===== src/rtl/bip_cpu.sv =====
// BIP-I accumulator core: fetch/decode/execute against a combinational program
// memory, driving a DataMemory port. Optional cycle counter under BIP_CYCLE_COUNT_EN.
//
// state   | meaning
// EXEC    | decode instr; immediate/STO/NOP retire here, LD/ADD/SUB issue Rd
// MEMWAIT | Out_Data valid; merge into ACC using opcode still on instr
// HALT    | terminal, everything frozen until rst
module bip_cpu #(
  parameter int PC_W   = 11,
  parameter int DATA_W = 16
) (
  input  logic              clk,
  input  logic              rst,
  output logic [PC_W-1:0]   pc_addr,
  input  logic [DATA_W-1:0] instr,
  output logic              Rd,
  output logic              Wr,
  output logic [PC_W-1:0]   address,
  output logic [DATA_W-1:0] In_Data,
  input  logic [DATA_W-1:0] Out_Data,
  output logic [DATA_W-1:0] acc,
  output logic              halted,
  output logic [31:0]       cycle_count
);

  localparam logic [4:0] OP_HLT  = 5'b00000;
  localparam logic [4:0] OP_STO  = 5'b00001;
  localparam logic [4:0] OP_LD   = 5'b00010;
  localparam logic [4:0] OP_LDI  = 5'b00011;
  localparam logic [4:0] OP_ADD  = 5'b00100;
  localparam logic [4:0] OP_ADDI = 5'b00101;
  localparam logic [4:0] OP_SUB  = 5'b00110;
  localparam logic [4:0] OP_SUBI = 5'b00111;

  typedef enum logic [1:0] {
    EXEC    = 2'd0,
    MEMWAIT = 2'd1,
    HALT    = 2'd2
  } state_t;

  state_t            state, state_nx;
  logic [PC_W-1:0]   pc, pc_nx;
  logic [DATA_W-1:0] acc_q, acc_nx;
  logic              rd_int, wr_int;
  logic [4:0]        opcode;
  logic [DATA_W-1:0] imm;

  assign opcode = instr[15:11];
  assign imm    = {{(DATA_W-PC_W){instr[PC_W-1]}}, instr[PC_W-1:0]};

  always_comb begin
    state_nx = state;
    pc_nx    = pc;
    acc_nx   = acc_q;
    rd_int   = 1'b0;
    wr_int   = 1'b0;
    case (state)
      EXEC: begin
        case (opcode)
          OP_HLT: state_nx = HALT;
          OP_STO: begin
            wr_int = 1'b1;
            pc_nx  = pc + 1'b1;
          end
          OP_LD, OP_ADD, OP_SUB: begin
            rd_int   = 1'b1;
            state_nx = MEMWAIT;
          end
          OP_LDI: begin
            acc_nx = imm;
            pc_nx  = pc + 1'b1;
          end
          OP_ADDI: begin
            acc_nx = acc_q + imm;
            pc_nx  = pc + 1'b1;
          end
          OP_SUBI: begin
            acc_nx = acc_q - imm;
            pc_nx  = pc + 1'b1;
          end
          default: pc_nx = pc + 1'b1;
        endcase
      end
      MEMWAIT: begin
        case (opcode)
          OP_LD:   acc_nx = Out_Data;
          OP_ADD:  acc_nx = acc_q + Out_Data;
          OP_SUB:  acc_nx = acc_q - Out_Data;
          default: acc_nx = acc_q;
        endcase
        pc_nx    = pc + 1'b1;
        state_nx = EXEC;
      end
      HALT:    state_nx = HALT;
      default: state_nx = EXEC;
    endcase
  end

  always_ff @(posedge clk) begin
    if (rst) begin
      state <= EXEC;
      pc    <= '0;
      acc_q <= '0;
    end else begin
      state <= state_nx;
      pc    <= pc_nx;
      acc_q <= acc_nx;
    end
  end

`ifdef BIP_CYCLE_COUNT_EN
  logic [31:0] cc_q;

  always_ff @(posedge clk) begin
    if (rst) begin
      cc_q <= '0;
    end else if (state != HALT) begin
      cc_q <= cc_q + 32'd1;
    end
  end

  assign cycle_count = cc_q;
`else
  assign cycle_count = '0;
`endif

  // Strobes are masked by rst so nothing reaches memory during reset.
  assign Rd      = rd_int & ~rst;
  assign Wr      = wr_int & ~rst;
  assign pc_addr = pc;
  assign address = instr[PC_W-1:0];
  assign In_Data = acc_q;
  assign acc     = acc_q;
  assign halted  = (state == HALT);

endmodule


===== config.mk =====
export PLATFORM = sky130hd
export DESIGN_NAME = bip_cpu
export DESIGN_NICKNAME = d
export VERILOG_FILES = /design/src/rtl/bip_cpu.sv
export SDC_FILE = /design/constraint.sdc
export NUM_CORES = 1
export LEC_CHECK = 0
export BUFFER_PORTS_ARGS = -buffer_cell sky130_fd_sc_hd__buf_2
export CAP_MARGIN = 20
export CORE_MARGIN = 5
export CORE_UTILIZATION = 54
export DETAILED_ROUTE_END_ITERATION = 12
export GPL_ROUTABILITY_DRIVEN = 0
export PLACE_DENSITY_LB_ADDON = 0.08
export SLEW_MARGIN = 10
export SYNTH_ARGS = -nofsm -noshare
export SYNTH_HDL_FRONTEND = slang
export SYNTH_SLANG_ARGS = --single-unit

===== constraint.sdc =====
create_clock -name clk -period 3.45 [get_ports clk]
set_input_delay 0.1725 -clock clk [delete_from_list [all_inputs] [get_ports clk]]
set_output_delay 0.1725 -clock clk [all_outputs]
set_load 0.005 [all_outputs]

Word level (Yosys, flattened, before mapping)

Index checks and enable logic that the tools add are counted.

Word-level logic and storage cells: 42
Register bits: 29
Output and inout port bits: 89

Add/subtract/negate cells: 5
Bitwise logic cells: 3
Reductions and logical operators: 7
Equal/unequal tests: 13
Muxes and demuxes: 11

Operators with widths:

| kind                                                   | number |
|---|---|
| case mux 16 bit (3 select lines)                       | 2 |
| adder 16 bit                                           | 2 |
| case mux 16 bit (2 select lines)                       | 1 |
| subtractor 16 bit                                      | 2 |
| case mux 11 bit (2 select lines)                       | 1 |
| == test 5 x 3 -> 1 bit (second input constant)         | 4 |
| adder 11 x 1 -> 11 bit (second input constant)         | 1 |
| two-way mux 11 bit                                     | 1 |
| == test 5 x 2 -> 1 bit (second input constant)         | 2 |
| case mux 2 bit (2 select lines)                        | 2 |
| == test 5 x 1 -> 1 bit (second input constant)         | 1 |
| logical NOT 5 bit                                      | 1 |
| two-way mux 1 bit                                      | 4 |
| inequality test 4 x 1 -> 1 bit (second input constant) | 1 |
| inequality test 4 bit (second input constant)          | 1 |
| OR reduction 4 bit                                     | 1 |
| inequality test 3 x 1 -> 1 bit (second input constant) | 1 |
| AND reduction 3 bit                                    | 1 |
| OR reduction 3 bit                                     | 1 |
| AND 1 bit                                              | 2 |
| == test 2 x 1 -> 1 bit (second input constant)         | 1 |
| == test 2 bit (second input constant)                  | 1 |
| logical NOT 2 bit                                      | 1 |
| inequality test 2 bit (second input constant)          | 1 |
| other kinds (3)                                        | 3 |

Longest topological paths before layout

Gate-level depths: netlist of run 1.

Depth in word-level cells: 5
Depth in mapped cells: 14
Gate-level depth less buffers: 14

Least setup slack after synthesis of run 1

No wires, ideal clock.

Path type: input port to flip-flop
From: input port instr[14]
To: register acc_q[15], in the netlist In_Data[15]
Buffers on the path: 1
Path slack: 0.428 ns
Stages: 12
Arrival time: 2.931 ns
Cell sequence: and4bb_2 nand2b_1 clkbuf_1 o21ai_0 inv_1 ha_1 nor2b_1 o31a_1 o31a_1 a2111oi_2 o311ai_1 a311oi_1

Word-level cells in the longest chain between the ends: 3
Elaborated cells between the ends (all ways): 12

Ends and longest elaborated chain:

| element                                                                        | RTL line | source |
|---|---|---|
| from (decl)                                                                    | 15       | `input logic [DATA_W-1:0] instr,` |
| == test 5 x 3 -> 1 bit (tied with other cells)                                 | 85       | `case (opcode)` |
| case mux 16 bit (3 select lines) (tied with other cells)                       | 85       |  |
| case mux 16 bit (2 select lines) / AND reduction 3 bit (equally long branches) | --       |  |
| to (signal assigned)                                                           | 107      | `acc_q <= acc_nx;` |
| to (decl)                                                                      | 43       | `logic [DATA_W-1:0] acc_q, acc_nx;` |

Several ways; a longest one is shown, not always the timed one.
A chain may end at the register's enable or synchronous reset.

Worst setup path after layout of run 1

From: input port Out_Data[2]
To: register acc_q[15], in the netlist In_Data[15]

Word-level cells in the longest chain between the ends: 3
Elaborated cells between the ends (all ways): 4

Ends and longest elaborated chain:

| element                                                  | RTL line | source |
|---|---|---|
| from (decl)                                              | 20       | `input logic [DATA_W-1:0] Out_Data,` |
| subtractor 16 bit / adder 16 bit (equally long branches) | 88, 87   |  |
| case mux 16 bit (3 select lines) *                       | 85       |  |
| case mux 16 bit (2 select lines) *                       | 57       | `case (state)` |

Mark *: on every way between the ends. The rest lies on a longest branch, timed or not.

==> key figures, run 1 <==
STA
  – Max-slew violation count: 0
  – Setup TNS: 0 ns
  – Final worst path period share: 86.8%
  – Final setup violation count: 0
  – RSZ-0062 raised after global routing: false
  – Hold Violations, Final: 0
  – Worst-Margin Slew: 0.839 ns
  – Max Freq: 334 MHz
  – Final worst slack: 0.456 ns
  – Clk_skew: 0.00803 ns
  – Max_slew headroom: 44.1%
  – Tmin final: 2.99 ns

Yosys
  – Post-synthesis sequential area ratio: 14.0%
  – Top_reg_cell synth: dfxtp_1
  – Fraction of registers with async set/reset: 0%
  – Synth unique cells: 67
  – Syn. warnings: 0
  – Netlist Area Pre-Place: about 4200 µm²
  – Mean Syn Cell Area: 7.40 µm²
  – Syn Inst Count: 562
  – #FFs+latches synth: 29
  – Number of synthesized flops with an enable pin: 0

Die
  – Row Count: 32
  – Die outline area: 9560 µm²
  – Initial Util: 54.7%
  – Die H: 97.8 µm
  – Die W: 97.8 µm
  – CORE AREA: 7610 µm²
  – Io pins: 123

Pwr
  – Internal cell power: 0.000650 W
  – Switching share of power: 37.1%
  – Psw: 0.000384 W
  – Leakage Power: approximately 2.1 nW
  – Clock power share: 25.6%
  – Logic gate share of total power: 39.1%
  – Power Dens Cells: 231 nW/µm²
  – Sequential Power Share: 35.3%
  – Maximum VDD drop: around 0.00021 V

Drt
  – First DRT Iteration DRCs: around 190
  – Drt pass-1 iters: 5
  – Number of remaining DRC errors: 0
  – Vias per cell: 5.95
  – Drt wl/cell: 16.6 µm
  – Routed Antenna Nets: 0
  – DRT Wirelength: 12.0 mm
  – Vias: 4300

Clock tree
  – Setup Buffers After CTS: 0
  – Clk Latency, worst-skew pair: between 0.2 and 0.3 ns
  – CTS max path bufs: 2
  – TritonCTS clock tree: yes
  – # hold bufs at CTS: 0
  – CTS Buf Count: 5
  – Clock sink count: 29
  – Root Buffer: clkbuf_8
  – H-tree depth: 2
  – Cts repair resizes: 0
  – Reg clk slew, reported paths: 0.07 ns

Place
  – DP Area: 4410 µm²
  – HPWL after DPL: 9.55 mm
  – Pre-CTS setup slack: 0.165 ns
  – Number of port buffers: 90

Finish
  – ANT cells: 0
  – Post-layout nets: 691
  – Fin area: 4480 µm²
  – Utilization of the core after routing: 58.9%
  – Area delta synth->final: 7.79%
  – Fraction of layout cells with a size suffix above 1: around 18%
  – Final-layout fill cell count: 749

Setup path
  – RR Startpoint: In_Data[1]
  – Setup crit start kind: primary input
  – Capture point of the worst reg-to-reg path: In_Data[6]
  – Max FO, Critical Path: 6
  – Crit. End Element: flip-flop
  – Reg2reg setup slack: 0.87 ns
  – Critical path arrival: 3.20 ns
  – Reg2Reg Depth: 9
  – Crit Path Category: in -> reg
  – Worst Path Required: 3.65 ns

Flow run
  – Max-cap viol count: 0

GRT
  – Initial antenna violation count: 0
  – Vias in the first global route: 3922
  – GRT overflow: 0
  – Total global-route track usage: between 20% and 30%
  – First-pass GRT wire length: 19.2 mm
  – Largest net degree at the start of global routing: 30

Hold path
  – Hold endpoint: state[0]
  – Worst min path class: in -> reg
  – Worst Hold Depth: 3
  – Worst hold path startpoint: instr[12]

Outcome
  – Status: completed
worst max-delay path by stage:
stage	start	to	slack, ns
2_1_floorplan	instr[14]	In_Data[15]	0.43
3_3_place_gp	Out_Data[2]	In_Data[15]	0.22
3_5_place_dp	Out_Data[2]	In_Data[15]	0.17
4_1_cts	Out_Data[2]	In_Data[15]	0.46
5_1_grt	instr[14]	In_Data[15]	0.23
6_report	Out_Data[2]	In_Data[15]	0.46
placed cells by master, fill, tap and decap left out, types with 10 or more instances in the layout:
cell      Yosys  layout
nor2_1       40      40
nand3_1      12      12
buf_2         3      90
nand2_1      41      41
o31ai_1      11      11
xnor2_1      21      21
ha_1         33      33
o21ai_0      25      25
dfxtp_1      29      29
xor2_1       20      20
o21a_1       15      15
conb_1        1      32
a21oi_1      40      40
inv_1        18      18
nor3_1       21      21
o21ai_1      10      10
o211ai_1     10      10
layout make-up:
type	count	area [µm²]	area share [%]
multi-input combinational	470	3120	69.7
sequential	29	581	12.9
timing repair buffer	98	510	11.4
tap	102	128	2.85
clock buffer	5	68.8	1.53
inverter	18	67.6	1.51
clock inverter	1	5.00	0.112
routing by layer:
layer | track usage, % | vias to the layer above | part of all wire [%]
met5 | 0 | - | 0
met1 | 32.5 | 1979 | 45
li1 | - | 2097 | -
met2 | 40.1 | 200 | 46
met3 | 3.71 | 24 | 7.2
met4 | 6.39 | 0 | 2.0
Yosys cell counts (all sizes together) (3+ instances only):
cell,count,area (µm²)
o21a,15,113
dfxtp,29,581
inv,18,67.6
or4,3,22.5
nor4,4,25.0
nand2b,9,58.8
o31a,6,52.6
o31ai,11,82.6
nand3,12,60.1
nand4,5,31.3
or3,8,55.1
o211ai,10,75.1
a21boi,8,60.1
a21oi,40,200
nor3,22,115
xor2,20,175
clkbuf,13,48.8
nor2,40,150
a211o,6,52.6
nand4b,3,26.3
a211oi,9,67.6
nand2,41,154
or2,4,25.0
o41ai,4,53.8
mux2i,3,30.0
and4,3,26.3
a31oi,8,50.1
buf,63,462
o311ai,3,26.3
o21ai,35,175
and2,3,18.8
a31o,3,26.3
nor2b,8,50.1
ha,33,413
nor3b,6,45.0
xnor2,21,184
a21o,8,60.1
cell families (layout without fill, tap and decap cells):
logic type / after synthesis / count (layout) / synth area share (%)
other: 1 / 32 / 0.0901
AO/OA/AOI/OAI: 181 / 181 / 29.5
adder cells (fa/ha/maj): 35 / 35 / 10.9
buffers and inverters: 94 / 122 / 13.9
AND/OR/NAND/NOR: 177 / 177 / 22.0
multiplexers: 4 / 4 / 0.992
flip-flops: 29 / 29 / 14.0
XOR/XNOR: 41 / 41 / 8.63
power by group through the flow:
stage                     clock [W]  sequential [W]  combinational [W]
after detailed placement          0        0.000372           0.000397
after global routing       0.000287        0.000367           0.000450
after CTS                  0.000269        0.000365           0.000400
after global placement            0        0.000372           0.000391
after floorplan                   0        0.000368           0.000316
final                      0.000265        0.000365           0.000405
flip-flops by register name (all words and copies together), names as in the netlist:
| register | cells |
|---|---|
| pc_addr | 11 |
| state | 2 |
| In_Data | 16 |
metrics by stage:
step                      hold slack, ns  cells  total power, W
after floorplan                    0.349    593        0.000684
after global routing               0.299    723         0.00110
after global placement             0.468    717        0.000763
final                              0.236    723         0.00103
after detailed placement           0.473    717        0.000769
after CTS                          0.233    723         0.00103
critical path, cell delays in order:
cell and delay (ns):
buf_2 0.12, or3_4 0.39, or3b_4 0.45, o31ai_1 0.26
xor2_1 0.19, ha_1 0.31, or2_1 0.25, a21oi_1 0.14
a21oi_1 0.07, a2111oi_2 0.40, o311ai_1 0.16, a311oi_1 0.27
(Power assumes the default switching activity.)
==> inputs of run 2 (changes only) <==
--- a/config.mk
+++ b/config.mk
@@ -8,9 +8,10 @@
 export BUFFER_PORTS_ARGS = -buffer_cell sky130_fd_sc_hd__buf_2
 export CAP_MARGIN = 20
 export CORE_MARGIN = 5
-export CORE_UTILIZATION = 54
+export CORE_UTILIZATION = 58
 export DETAILED_ROUTE_END_ITERATION = 12
 export GPL_ROUTABILITY_DRIVEN = 0
+export HOLD_SLACK_MARGIN = 0.06
 export PLACE_DENSITY_LB_ADDON = 0.08
 export SLEW_MARGIN = 10
 export SYNTH_ARGS = -nofsm -noshare
==> constraint.sdc (replaced) <==
create_clock -name clk -period 3.55 [get_ports clk]
set_input_delay 0.1775 -clock clk [delete_from_list [all_inputs] [get_ports clk]]
set_output_delay 0.1775 -clock clk [all_outputs]
set_load 0.005 [all_outputs]
==> run 2 against run 1 <==
Cell count is 0.97% lower; global-route usage is 3.5 points higher; critical path depth unchanged; clock skew rose by 0.0022 ns; critical path type unchanged; final area is 0.17% lower; setup slack improved by 0.0041 ns; die area is 6.2% lower; wire length rose by 2.1%.
==> key figures, run 2 (same netlist as run 1, synthesis figures left out) <==
Outcome
  – Status: completed

Setup path
  – Critical path arrival: 3.29 ns (+0.09 ns)
  – Crit. End Element: flip-flop
  – Crit Path Category: in -> reg
  – Setup crit start kind: primary input
  – Slowest-stage cell, CP: a2111oi_2
  – Family with the most delay on the worst path: compound AO/OA/AOI/OAI gates
  – Max FO, Critical Path: 6 (unchanged)
  – Slowest stage delay, CP: 0.45 ns (about the same)
  – WP buf/inv: 2 (+1)
  – Most used cell along the critical path: o31a_1
  – CP Cell Sequence: buf_2 -> and4bb_2 -> nand2b_1 -> o21ai_0 -> inv_1 -> ha_1 -> nor2b_1 -> o31a_1 -> o31a_1 -> a2111oi_2 -> o311ai_1 -> a311oi_1
  – Worst Path Required: 3.75 ns (+0.10 ns)

Finish
  – Fraction of layout cells with a size suffix above 1: 18.2% (-0.13 points)
  – Area delta synth->final: 7.61%
  – Commonest non-fill, non-tap cells in the layout: buf_2, nand2_1, nor2_1, a21oi_1, ha_1
  – ANT cells: 0 (unchanged)
  – Max reg flops: 16 (unchanged)
  – Commonest non-fill, non-tap cell in the layout: buf_2
  – Final-layout fill cell count: 643 (-14%)
  – Fin area: 4480 µm² (-0.17%)
  – Utilization of the core after routing: 65.2% (+6.2 points)
  – Post-layout nets: 688 (-0.43%)

STA
  – Clk_skew: 0.0102 ns (+0.00221 ns)
  – Hold Violations, Final: 0 (unchanged)
  – Max Freq: 324 MHz
  – Tmin final: a little over 3 ns
  – Final worst path period share: 87.0%
  – Worst-Margin Slew: 0.933 ns (+0.0940 ns)
  – Final setup violation count: 0 (unchanged)
  – Max-slew violation count: 0 (unchanged)
  – Setup TNS: 0 ns (unchanged)
  – Hold Slack: 0.256 ns (+0.0206 ns)
  – Max_slew headroom: 37.7% (-6.4 points)
  – RSZ-0062 raised after global routing: false

Clock tree
  – CTS max path bufs: 2 (unchanged)
  – Reg clk slew, reported paths: 0.07 ns (about the same)
  – Clk Latency, worst-skew pair: 0.29 ns (about the same)
  – Root Buffer: clkbuf_8
  – Clock sink count: 29 (unchanged)
  – Cts repair resizes: 0 (unchanged)
  – H-tree depth: 2 (unchanged)
  – TritonCTS clock tree: yes
  – # hold bufs at CTS: 0 (unchanged)
  – CTS Buf Count: 5 (unchanged)
  – Setup Buffers After CTS: 0 (unchanged)

Pwr
  – Pwr Total: 0.00105 W (+1.5%)
  – Leakage Power: 2.13 nW (about the same)
  – Power Dens Cells: 235 nW/µm² (+1.7%)
  – Maximum VDD drop: 0.000236 V (+15%)

Drt
  – Vias: 4373 (+1.7%)
  – Drt wl/cell: 17.1 µm (+3.1%)
  – Routed Antenna Nets: 0 (unchanged)
  – Vias per cell: 6.11 (+2.7%)
  – First DRT Iteration DRCs: 245 (+27%)
  – Drt pass-1 iters: 5 (unchanged)
  – Number of remaining DRC errors: 0 (unchanged)
  – DRT Wirelength: 12.3 mm (+2.1%)

Die
  – CORE AREA: 6870 µm² (-9.7%)
  – Row Count: 30 (-6.3%)
  – Initial Util: 60.6% (+5.9 points)
  – Io pins: 123 (unchanged)
  – Die outline area: 8970 µm² (-6.2%)
  – Die W: 94.7 µm (-3.2%)
  – Die H: 94.7 µm (-3.2%)

GRT
  – Total global-route track usage: 27.6% (+3.5 points)
  – Largest net degree at the start of global routing: 30 (unchanged)
  – GRT overflow: 0 (unchanged)
  – Initial antenna violation count: 0 (unchanged)
  – First-pass GRT wire length: 19.9 mm (+3.9%)
  – Vias in the first global route: 4191 (+6.9%)

Place
  – DP Area: 4380 µm² (-0.68%)
  – Number of port buffers: 90 (unchanged)
  – HPWL after DPL: 9.69 mm (+1.5%)

Flow run
  – Max-cap viol count: 0 (unchanged)

Hold path
  – Worst min path class: in -> reg
run 2: report_power, final:
| group | internal [W] | switching (W) | leakage, nW |
|---|---|---|---|
| Sequential | 0.000337 | 0.0000182 | 0.235 |
| Combinational | 0.000165 | 0.000229 | 1.84 |
| Clock | 0.000157 | 0.000144 | 0.0512 |
run 2: worst min-delay path, cell delays in order:
cell	delay [ns]
buf_2	0.10
nor2_1	0.10
nor2_1	0.12
run 2: area by class of cell:
| cell class | instances | area (µm²) | area share [%] |
|---|---|---|---|
| tap | 96 | 120 | 2.68 |
| sequential | 29 | 581 | 13.0 |
| multi-input combinational | 470 | 3120 | 69.8 |
| clock inverter | 2 | 13.8 | 0.307 |
| inverter | 18 | 67.6 | 1.51 |
| timing repair buffer | 95 | 488 | 10.9 |
| clock buffer | 6 | 82.6 | 1.84 |
run 2: layer usage:
layer	wire [µm]	vias up	global-route usage, %
met1	5130	2020	34.0
li1	-	2107	-
met5	0	-	0
met4	377	0	10.5
met2	5940	204	48.7
met3	829	42	3.35
run 2: worst paths after layout:
path,start,end,slack (ns),depth (start not counted)
hold reg to reg,In_Data[0],In_Data[0],0.49,2
setup / recovery,instr[14],In_Data[15],0.46,12
setup reg to reg,In_Data[1],In_Data[15],0.95,8
hold / removal,instr[12],state[0],0.26,3
run 2: stage by stage:
step | setup slack [ns] | instances
floorplan | 0.523 | 593
global placement | 0.306 | 708
detailed placement | 0.244 | 708
CTS | 0.521 | 716
global route | 0.220 | 716
finish | 0.460 | 716
